## config.mk

```make
export PLATFORM = sky130hd
export DESIGN_NAME = trace_capture_buffer
export DESIGN_NICKNAME = d
export VERILOG_FILES = /design/src/rtl/trace_capture_buffer.sv
export SDC_FILE = /design/constraint.sdc
export NUM_CORES = 1
export LEC_CHECK = 0
export ABC_AREA = 1
export CORE_MARGIN = 5
export CORE_UTILIZATION = 35
export CTS_BUF_LIST = sky130_fd_sc_hd__clkbuf_2 sky130_fd_sc_hd__clkbuf_4 sky130_fd_sc_hd__clkbuf_8
export CTS_CLUSTER_SIZE = 25
export DETAILED_ROUTE_END_ITERATION = 7
export DONT_BUFFER_PORTS = 1
export SLEW_MARGIN = 20
export SYNTH_ARGS = -nofsm -noshare
export SYNTH_HDL_FRONTEND = slang
export SYNTH_SLANG_ARGS = --single-unit
```

## constraint.sdc

```tcl
create_clock -name clk -period 8.2 [get_ports clk]
set_input_delay 0.82 -clock clk [delete_from_list [all_inputs] [get_ports clk]]
set_output_delay 0.82 -clock clk [all_outputs]
set_load 0.03 [all_outputs]
```

## src/rtl/trace_capture_buffer.sv

```systemverilog
// trace_capture_buffer: triggered commit-trace capture buffer with wrap mode and show-ahead readout.
// Optional per-entry 16-bit timestamp enabled by defining TRACE_TIMESTAMP_EN.
module trace_capture_buffer #(
    parameter int DEPTH  = 16,
    parameter int ADDR_W = 4,
    parameter int DATA_W = 32,
    parameter int REG_W  = 5
) (
    input  logic              clk,
    input  logic              rst,
    input  logic              arm,
    input  logic              stop,
    input  logic              wrap,
    input  logic              regwr_only,
    input  logic              trig_en,
    input  logic [DATA_W-1:0] trig_pc,
    input  logic [DATA_W-1:0] pc_now,
    input  logic [DATA_W-1:0] inst,
    input  logic              RegWrite,
    input  logic [REG_W-1:0]  write_reg,
    input  logic [DATA_W-1:0] write_data,
    input  logic              rd_ready,
    output logic              rd_valid,
    output logic [DATA_W-1:0] rd_pc,
    output logic [DATA_W-1:0] rd_inst,
    output logic [REG_W-1:0]  rd_wreg,
    output logic [DATA_W-1:0] rd_wdata,
    output logic              rd_regwrite,
    output logic [ADDR_W:0]   count,
    output logic              overflow,
    output logic              triggered,
`ifdef TRACE_TIMESTAMP_EN
    output logic [15:0]       rd_ts,
`endif
    output logic [1:0]        state_o
);
    typedef enum logic [1:0] {IDLE, ARMED, CAPTURE, DONE} state_t;

    state_t            state, state_nx;
    logic [ADDR_W-1:0] wr_ptr, rd_ptr;
    logic              m_wrap, m_regwr, m_trig;
    logic              qual, hit, we, full, last, rd_fire, done_go;

    logic [DATA_W-1:0] pc_mem    [DEPTH];
    logic [DATA_W-1:0] inst_mem  [DEPTH];
    logic [DATA_W-1:0] wdata_mem [DEPTH];
    logic [REG_W-1:0]  wreg_mem  [DEPTH];
    logic              rw_mem    [DEPTH];

    assign qual     = !m_regwr || RegWrite;
    assign hit      = !m_trig || (pc_now == trig_pc);
    assign full     = count == (ADDR_W+1)'(DEPTH);
    assign we       = !arm && qual && ((state == ARMED && hit) || state == CAPTURE);
    // In stop-on-full mode the write that fills the buffer ends the capture.
    assign last     = we && !m_wrap && count == (ADDR_W+1)'(DEPTH - 1);
    assign done_go  = (state == ARMED || state == CAPTURE) && (stop || last);
    assign rd_valid = state == DONE && count != '0;
    assign rd_fire  = rd_valid && rd_ready && !arm;
    assign state_o  = state;

    always_comb begin
        state_nx = state;
        state_nx = arm ? ARMED : done_go ? DONE : (state == ARMED && hit) ? CAPTURE : state;
    end

    always_ff @(posedge clk or posedge rst) begin
        if (rst) begin
            state     <= IDLE;
            wr_ptr    <= '0;
            rd_ptr    <= '0;
            count     <= '0;
            overflow  <= 1'b0;
            triggered <= 1'b0;
            m_wrap    <= 1'b0;
            m_regwr   <= 1'b0;
            m_trig    <= 1'b0;
        end else begin
            state <= state_nx;
            if (arm) begin
                wr_ptr    <= '0;
                rd_ptr    <= '0;
                count     <= '0;
                overflow  <= 1'b0;
                triggered <= 1'b0;
                m_wrap    <= wrap;
                m_regwr   <= regwr_only;
                m_trig    <= trig_en;
            end else begin
                if (state == ARMED && hit) triggered <= 1'b1;
                if (we) wr_ptr <= wr_ptr + 1'b1;
                // A write into a full wrap buffer drops the oldest entry.
                if ((we && full) || rd_fire) rd_ptr <= rd_ptr + 1'b1;
                if (we && full) overflow <= 1'b1;
                if (we && !full) count <= count + 1'b1;
                else if (rd_fire) count <= count - 1'b1;
            end
        end
    end

    always_ff @(posedge clk) begin
        if (we) begin
            pc_mem[wr_ptr]    <= pc_now;
            inst_mem[wr_ptr]  <= inst;
            wdata_mem[wr_ptr] <= write_data;
            wreg_mem[wr_ptr]  <= write_reg;
            rw_mem[wr_ptr]    <= RegWrite;
        end
    end

    assign rd_pc       = pc_mem[rd_ptr];
    assign rd_inst     = inst_mem[rd_ptr];
    assign rd_wdata    = wdata_mem[rd_ptr];
    assign rd_wreg     = wreg_mem[rd_ptr];
    assign rd_regwrite = rw_mem[rd_ptr];

`ifdef TRACE_TIMESTAMP_EN
    logic [15:0] ts;
    logic [15:0] ts_mem [DEPTH];

    always_ff @(posedge clk or posedge rst) begin
        if (rst) ts <= '0;
        else ts <= arm ? 16'd0 : ts + 16'd1;
    end

    always_ff @(posedge clk) begin
        if (we) ts_mem[wr_ptr] <= ts;
    end

    assign rd_ts = ts_mem[rd_ptr];
`endif
endmodule

```

# [Word level (Yosys, flattened, before mapping)]
# Memories as Yosys holds them, arrays and structs flattened.
# Cells that the tools add are included.
[totals] regBits=20 latchBits=0 mem_bits_rw=1632 romBits=0 inputBits=142 output_inout_bits=112 word_cells=69 memories=5
[mem_list] name="inst_mem" words=16 word_bits=32 rd=1 rd_ports_with_merged_regs=0 write_ports=1 line="45" text="logic [DATA_W-1:0] inst_mem [DEPTH];"
[mem_list] name="pc_mem" words=16 word_bits=32 rd=1 rd_ports_with_merged_regs=0 write_ports=1 line="44" text="logic [DATA_W-1:0] pc_mem [DEPTH];"
[mem_list] name="wdata_mem" words=16 word_bits=32 rd=1 rd_ports_with_merged_regs=0 write_ports=1 line="46" text="logic [DATA_W-1:0] wdata_mem [DEPTH];"
[mem_list] name="wreg_mem" words=16 word_bits=5 rd=1 rd_ports_with_merged_regs=0 write_ports=1 line="47" text="logic [REG_W-1:0] wreg_mem [DEPTH];"
[mem_list] name="rw_mem" words=16 word_bits=1 rd=1 rd_ports_with_merged_regs=0 write_ports=1 line="48" text="logic rw_mem [DEPTH];"
[classes] addsub=4 multipliers=0 div_mod_pow=0 n_lt_le_gt_ge=0 eq_ne=6 shift=0 muxes=16 bitwise_logic=0 reduce_logical=29
[op_table] cell="== test 32 bit" n=1
[op_table] cell="two-way mux 4 bit" n=4
[op_table] cell="two-way mux 5 bit" n=3
[op_table] cell="logical AND 1 bit" n=11
[op_table] cell="adder 4 x 1 -> 4 bit, second input constant" n=2
[op_table] cell="nonzero test 2 bit" n=4
[op_table] cell="logical OR 1 bit" n=6
[op_table] cell="two-way mux 1 bit" n=6
[op_table] cell="two-way mux 2 bit" n=3
[op_table] cell="nonzero test 3 bit" n=2
[op_table] cell="adder 5 x 1 -> 5 bit, second input constant" n=1
[op_table] cell="== test 5 x 4 -> 1 bit, second input constant" n=1
[op_table] cell="== test 5 bit, second input constant" n=1
[op_table] cell="zero test 1 bit" n=5
[op_table] cell="nonzero test 5 bit" n=1
[op_table] cell="subtractor 5 x 1 -> 5 bit, second input constant" n=1
[op_table] cell="== test 2 bit, second input constant" n=2
[op_table] cell="== test 2 x 1 -> 1 bit, second input constant" n=1

# [Logic depth before layout (Yosys ltp)]
# Gate-level depths: netlist of the first run.
[depth] depth_word=11 ltp_mapped=20 ltp_nobuf=20

# [Least setup slack after synthesis of the first run]
# OpenSTA, ideal clock, no wires.
[synth_timing] kind="input to register" from="in trig_pc[4]" to="mem inst_mem[15][0], enable pin" setup_time_ns=0.564 arrival_time_ns=6.029 t_required_ns=7.636 setup_slack_ns=1.607 stages=13 n_path_buf=0 path_cell_list="xnor2_1 -> nand2_1 -> nor2_1 -> nand2_1 -> nor2_1 -> nand2_1 -> nand2_1 -> nand2_2 -> nand2_4 -> nand2_4 -> clkinv_8 -> nand3_1 -> nor2_1"
[synth_via] elab_chain_len=7
[synth_lines] item="start: declaration" line="16" text="input logic [DATA_W-1:0] trig_pc,"
[synth_lines] item="== test 32 bit" line="51" text="assign hit = !m_trig || (pc_now == trig_pc);"
[synth_lines] item="logical OR 1 bit" line="51"
[synth_lines] item="logical AND 1 bit" line="53" text="assign we = !arm && qual && ((state == ARMED && hit) || state == CAPTURE);"
[synth_lines] item="logical OR 1 bit" line="53"
[synth_lines] item="logical AND 1 bit" line="53"
[synth_lines] item="two-way mux 1 bit" line="101" text="if (we) begin"
[synth_lines] item="two-way mux 1 bit (not written as such)" line="103" text="inst_mem[wr_ptr] <= inst;"
[synth_lines] item="end: declaration" line="45"
# Every way passes these cells.

# [Worst setup path in the final report of the first run]
[layout_timing] from="reg rd_ptr[2]" to="out rd_inst[25]"
[layout_via] elab_chain_len=1
[layout_lines] item="start: declaration" line="40" text="logic [ADDR_W-1:0] wr_ptr, rd_ptr;"
[layout_lines] item="start signal: assignment" line="92" text="if ((we && full) || rd_fire) rd_ptr <= rd_ptr + 1'b1;"
[layout_lines] item="memory read (16 x 32 bit)"
[layout_lines] item="end: declaration" line="25" text="output logic [DATA_W-1:0] rd_inst,"
# Every way passes these cells.

==> results by group, run 1 <==
Timing
  – Setup TNS: 0 ps
  – Tmin final: 5352 ps
  – Fin. Hold Viols: 0
  – RSZ-0062 raised after global routing: false
  – Final slew viol count: 0
  – Final setup viols: 0
  – Worst clock skew: 65.84 ps
  – Worst-Margin Slew: 1404 ps
  – Worst slew margin: 0.06385
  – Highest clock rate: 186.8 MHz
  – Period utilization: 0.6527

Die
  – Die width: 440.9 um
  – Row cnt: 158
  – Core ar.: 0.1850 sq mm
  – Initial Utilization: 0.3512
  – # IOs: 254
  – DIE AREA: 0.1944 sq mm
  – Die Height: 440.9 um

Power
  – Sw Ratio: 0.3074
  – Comb power frac: 0.196
  – VDD IR-drop max: 168.7 uV
  – Pleak: 23.07 nW
  – Share of total power in the clock network: 0.340
  – Tot Pwr: 20.54 mW
  – Switching Power: 6.313 mW
  – Internal: 14.23 mW
  – PD cells: 278.3 mW/mm^2
  – Sequential power share: 0.464

Synth
  – Post-synth ARST share: 0.01211
  – Leading cell type by number of instances after synthesis: edfxtp_1
  – Netlist cell types: 42
  – Top post-synthesis cells by count: edfxtp_1, nor2_1, o21ai_0, mux2i_1, o221ai_1
  – Largest cells by area after synthesis: edfxtp_1, mux2i_1, o221ai_1
  – Cell Area, Synth: 0.06498 sq mm
  – Warnings from Yosys: 0
  – Yosys top cell area share: 0.7541
  – Post-synthesis cell count: 4247
  – Top FF cell, synth: edfxtp_1
  – Syn avg cell area: 15.30 sq um
  – Post-synth top area cell: edfxtp_1
  – Number of synthesized register bits: 1652
  – Syn nets: 4402
  – Post-synth EDFFs: 1632
  – Seq/Total Area, Yosys: 0.7618

Setup path
  – Flop-to-flop setup slack: 4780 ps
  – Data required time at the worst endpoint: 7380 ps
  – Crit Path Class: register to output port
  – FF-to-FF path depth: 8
  – CP max stage delay: 960 ps
  – Critical Path AT: 4530 ps
  – CP Launch Type: register
  – Crit. End Element: output port
  – Crit-path slowest cell: buf_4
  – Cell Chain, Critical Path: buf_4, buf_4, o221ai_1, o211ai_1, nand2_1
  – Reg2Reg Launch Point: state_o[0]$_DFFE_PP0P_
  – Crit Path Max Fanout: 76
  – Setup crit end: rd_inst[25]
  – Worst setup path start: rd_ptr[2]$_DFFE_PP0P_
  – Crit Reg-Reg Endpoint: pc_mem[12][21]$_DFFE_PP_
  – Cell mode on critical path: buf_4

Global routing
  – First-pass GRT wire length: 251.1 mm
  – Vias in the first global route: 37599
  – Residual overflow from global routing: 0
  – Initial antenna violation count: 26
  – Total track usage: 0.1728
  – Largest net degree at the start of global routing: 246

Clocking
  – Hold-fix buffers at CTS: 108
  – Skew-Pair Late Insertion Delay: 1030 ps
  – Inserted Clock Buffers: 295
  – Clock tree from TritonCTS: built
  – Clk slew on worst S/H paths: 60 ps
  – CTS Sinks: 1652
  – Clock Tree Buf Depth: 4
  – Setup Fix Bufs, Post-CTS: 0
  – CTS resizes: 0
  – CTS Root Cell: clkbuf_8
  – H-tree depth: 5

Drt
  – Routed WL per cell: 24.25 um
  – Via count: 37561
  – DRT iter0 DRCs: 3293
  – Routed vias/inst: 5.310
  – DR pass1 iterations: 7
  – Final wirelength: 171.5 mm
  – # DRC: 0
  – Final ANT Viol Nets: 0

Outcome
  – Status: finished, final reports clean

Finish
  – Fraction of layout cells with a size suffix above 1: 0.1122
  – Finished Layout Cells: 7073
  – Layout Utilization: 0.3989
  – Fillcell total: 17061
  – Register area: 0.04952 sq mm
  – Area grow syn2layout: 13.58%
  – Multi-input gate area: 0.01396 sq mm
  – Nets@finish: 4555

Placed design
  – DP HPWL: 81.87 mm
  – Placed cell count: 6474
  – Gp weighted congestion: 0.7195
  – I/O Buffers: 0

Min path
  – Class of the worst hold path: input pin to register

Run
  – Max Cap Viol: 0
metal layers:
metal,share of wire,vias up,global-route usage
li1,-,16876,-
met1,0.41,19223,0.2151
met2,0.50,1148,0.2958
met3,0.060,302,0.04000
met4,0.029,12,0.06053
met5,0.00046,-,0
through the flow:
step	worst slack [ps]	hold WS [ps]	instance area, sq um
6_report	2848	222.3	73810
5_1_grt	2560	168.5	73780
4_1_cts	2670	97.88	73750
3_5_place_dp	3397	464.2	67440
3_3_place_gp	3428	466.2	67440
2_1_floorplan	1607	442.2	64980
sequential cells by signal, summed over array words and instances (netlist names):
name       cells
count          5
inst_mem     512
m_regwr        1
m_trig         1
m_wrap         1
overflow       1
pc_mem       512
rd_ptr         4
rw_mem        16
state_o        2
triggered      1
wdata_mem    512
wr_ptr         4
wreg_mem      80
area by class of cell:
type | count | area share
sequential | 1652 | 0.6710
clock buffer | 385 | 0.06467
inverter | 44 | 0.002678
timing repair buffer | 164 | 0.02384
antenna | 13 | 0.0004408
multi-input combinational | 2243 | 0.1892
tap | 2480 | 0.04204
clock inverter | 92 | 0.006154
power by group through the flow:
stage	sequential, mW	combinational (mW)	clock [mW]
floorplan	9.63	2.96	0
global placement	9.70	3.89	0
detailed placement	9.71	3.91	0
CTS	9.53	4.08	7.18
global route	9.54	4.36	7.60
finish	9.53	4.02	6.99
worst min-delay path by stage:
stage	endpoint	from	cells past startpoint	slack, ps
6_report	m_trig$_DFFE_PP0P_	arm	3	220
5_1_grt	state_o[0]$_DFFE_PP0P_	arm	2	170
4_1_cts	m_trig$_DFFE_PP0P_	arm	3	100
3_5_place_dp	m_trig$_DFFE_PP0P_	m_trig$_DFFE_PP0P_	2	460
3_3_place_gp	m_wrap$_DFFE_PP0P_	m_wrap$_DFFE_PP0P_	2	470
2_1_floorplan	m_trig$_DFFE_PP0P_	m_trig$_DFFE_PP0P_	2	440
cell usage in the layout (no fill, tap or decap), drive strengths merged:
cell	count
nand3	118
clkbuf	385
xnor2	24
edfxtp	1632
inv	43
a31oi	1
a21oi	3
xor2	3
nor2	645
clkinvlp	8
mux2i	307
clkinv	83
nor4	1
o21bai	2
diode	13
o22ai	1
nor3	2
o221ai	307
dlygate4sd3	108
bufinv	2
ha	12
o32ai	100
nand2	192
o21ai	420
nand4	1
fa	1
buf	56
dfrtp	20
nor4b	1
o211ai	101
a22o	1
critical path: cells and delay by family, from the launching register on:
family,cells,cell delay (ps)
DFF,1,750
buffers and inverters,2,1870
AOI/OAI and AO/OA,2,470
and+or+nand+nor,1,410
logic make-up after synthesis:
kind of cell	Yosys count	synth area share
DFF	1652	0.7618
and+or+nand+nor	960	0.05949
AOI/OAI and AO/OA	936	0.1000
buffers and inverters	352	0.02513
muxes	307	0.04729
xor gates and xnor gates	27	0.003639
adders and majority gates	13	0.002618
Note: power is estimated with default switching activity, not from simulation.
==> run 2, diff against run 1 <==
==> constraint.sdc (replaced) <==
create_clock -name clk -period 5.25 [get_ports clk]
set_input_delay 0.525 -clock clk [delete_from_list [all_inputs] [get_ports clk]]
set_output_delay 0.525 -clock clk [all_outputs]
set_load 0.03 [all_outputs]
==> run 2 against run 1 <==
Worst setup slack got worse by 2100 ps; critical path depth increased by 1; routed wire length shrank 1.8%; global-route usage fell by 0.32 points; final area rose by 0.51%; utilization grew 0.20 points; non-clock buffer count grew 19; largest cell class unchanged.
==> results by group, run 2 (same netlist as run 1, synthesis figures left out) <==
Outcome
  – Status: finished, final reports clean

Setup path
  – Reg2Reg Launch Point: state_o[0]$_DFFE_PP0P_
  – Critical Path AT: 3980 ps (-550 ps)
  – CP max stage delay: 1010 ps (+50 ps)
  – Crit Path Max Fanout: 65 (-14%)
  – Crit Path Class: register to output port
  – Worst setup path start: rd_ptr[1]$_DFFE_PP0P_
  – FF-to-FF path depth: 8 (unchanged)
  – Crit-path slowest cell: dfrtp_4
  – CP Launch Type: register
  – Cell Chain, Critical Path: buf_4, buf_4, o21ai_0, o221ai_1, o211ai_1, nand2_1
  – Data required time at the worst endpoint: 4720 ps (-2660 ps)
  – Flop-to-flop setup slack: 2480 ps (-2300 ps)
  – Cell mode on critical path: buf_4
  – Crit. End Element: output port
  – Crit Reg-Reg Endpoint: pc_mem[12][31]$_DFFE_PP_
  – Setup crit end: rd_inst[18]

Clocking
  – Clock Tree Buf Depth: 4 (unchanged)
  – Skew-Pair Late Insertion Delay: 970 ps (-60 ps)
  – Clk slew on worst S/H paths: 60 ps (about the same)
  – Clock tree from TritonCTS: built
  – CTS Root Cell: clkbuf_8
  – H-tree depth: 5 (unchanged)
  – Setup Fix Bufs, Post-CTS: 0 (unchanged)
  – Inserted Clock Buffers: 290 (-1.7%)
  – CTS Sinks: 1652 (unchanged)

Drt
  – WL met2: 85.24 mm (-1.2%)
  – Routed met3 length: 10.10 mm (-2.6%)
  – Routed vias/inst: 5.267 (-0.82%)
  – DR top layer: met5
  – DR pass1 iterations: 6 (-1)
  – Via count: 37421 (-0.37%)
  – Final wirelength: 168.5 mm (-1.8%)
  – Metal-1 WL: 68.69 mm (-1.5%)
  – DRT iter0 DRCs: 3154 (-4.2%)
  – Final ANT Viol Nets: 0 (unchanged)
  – # DRC: 0 (unchanged)
  – Routed WL per cell: 23.71 um (-2.2%)

Power
  – Tot Pwr: 32.12 mW (+56%)
  – PD cells: 433.0 mW/mm^2 (+56%)
  – VDD IR-drop max: 259.0 uV (+53%)
  – Pleak: 23.21 nW (+0.60%)

Finish
  – Register area: 0.04952 sq mm (unchanged)
  – Top flop regs: inst_mem (512), pc_mem (512), wdata_mem (512)
  – Multi-input gate area: 0.01396 sq mm (unchanged)
  – Most frequent cells in the layout: edfxtp_1, nor2_1, o21ai_0
  – Area grow syn2layout: 14.16%
  – Most common cell after layout, fill and taps aside: edfxtp_1
  – Nets@finish: 4569 (+0.31%)
  – Fillcell total: 16964 (-0.57%)
  – Fraction of layout cells with a size suffix above 1: 0.1139 (+0.001661)

Global routing
  – Total track usage: 0.1696 (-0.003184)
  – First-pass GRT wire length: 248.4 mm (-1.0%)
  – Residual overflow from global routing: 0 (unchanged)
  – Initial antenna violation count: 35 (+35%)
  – Largest net degree at the start of global routing: 178 (-28%)
  – Vias in the first global route: 37614 (+0.040%)

Timing
  – Worst-Margin Slew: 1399 ps (-5.053 ps)
  – Fin. Hold Viols: 0 (unchanged)
  – Final slew viol count: 0 (unchanged)
  – Period utilization: 0.8575
  – Final setup margin: 748.0 ps (-2100 ps)
  – Worst slew margin: 0.06721 (+0.003369)
  – RSZ-0062 raised after global routing: false
  – Tmin final: 4502 ps
  – Final setup viols: 0 (unchanged)
  – Highest clock rate: 222.1 MHz
  – Worst clock skew: 61.97 ps (-3.875 ps)

Min path
  – Class of the worst hold path: input pin to asynchronous set/reset pin

Placed design
  – DP HPWL: 84.66 mm (+3.4%)
  – Pre-CTS setup slack: 1296 ps (-2101 ps)
  – Gp weighted congestion: 0.7239 (+0.61%)
  – I/O Buffers: 0 (unchanged)

Die
  – Core ar.: 0.1850 sq mm (unchanged)
  – Die width: 440.9 um (unchanged)
  – DIE AREA: 0.1944 sq mm (unchanged)
  – Initial Utilization: 0.3512 (unchanged)
  – # IOs: 254 (unchanged)
  – Die Height: 440.9 um (unchanged)
  – Row cnt: 158 (unchanged)

Run
  – Max Cap Viol: 0 (unchanged)
-- run 2: worst min path at each step --
stage / start / to / slack, ps
global route: wrap / m_wrap$_DFFE_PP0P_ / 170
finish: rst / count[2]$_DFFE_PP0P_ / 200
floorplan: m_trig$_DFFE_PP0P_ / m_trig$_DFFE_PP0P_ / 440
global placement: m_wrap$_DFFE_PP0P_ / m_wrap$_DFFE_PP0P_ / 460
detailed placement: m_trig$_DFFE_PP0P_ / m_trig$_DFFE_PP0P_ / 460
CTS: rst / count[2]$_DFFE_PP0P_ / 80
-- run 2: what timing repair did --
action / 4_1_cts / 5_1_grt
hold endpoints to repair: 1672 / 0
gates resized for setup: 0 / 0
endpoints found under the setup margin: 0 / 0
hold buffers: 110 / 0
-- run 2: final cells by class --
| class | count | area share |
|---|---|---|
| antenna | 24 | 0.0008096 |
| sequential | 1652 | 0.6676 |
| clock inverter | 112 | 0.008163 |
| multi-input combinational | 2243 | 0.1882 |
| tap | 2480 | 0.04183 |
| inverter | 44 | 0.002665 |
| timing repair buffer | 183 | 0.02879 |
| clock buffer | 367 | 0.06193 |
-- run 2: per-layer routing --
layer / global-route usage / vias to the layer above
li1: - / 16947
met1: 0.2114 / 19083
met2: 0.2893 / 1095
met3: 0.04340 / 286
met4: 0.05456 / 10
met5: 0 / -
-- run 2: critical path: cells and delay by family (launching register included) --
family / cells / cell delay, ps
flops: 1 / 1010
buf+inv: 2 / 1010
compound gates: 3 / 560
simple gates: 1 / 330
-- run 2: power by group --
group | internal, mW | switching [mW]
clock | 5.89 | 5.02
sequential | 14.7 | 0.227
combinational | 1.66 | 4.67
-- run 2: per-stage QoR --
| stage | hold WS (ps) | instances | TNS (ps) | utilization | instance area, sq um |
|---|---|---|---|---|---|
| 2_1_floorplan | 442.2 | 4247 | -1480900 | - | 64990 |
| 3_3_place_gp | 461.1 | 6491 | 0 | 0.3664 | 67790 |
| 3_5_place_dp | 463.3 | 6491 | 0 | 0.3664 | 67790 |
| 4_1_cts | 81.31 | 7080 | 0 | 0.4004 | 74090 |
| 5_1_grt | 165.5 | 7093 | 0 | 0.4007 | 74150 |
| 6_report | 197.2 | 7105 | 0 | 0.4009 | 74180 |
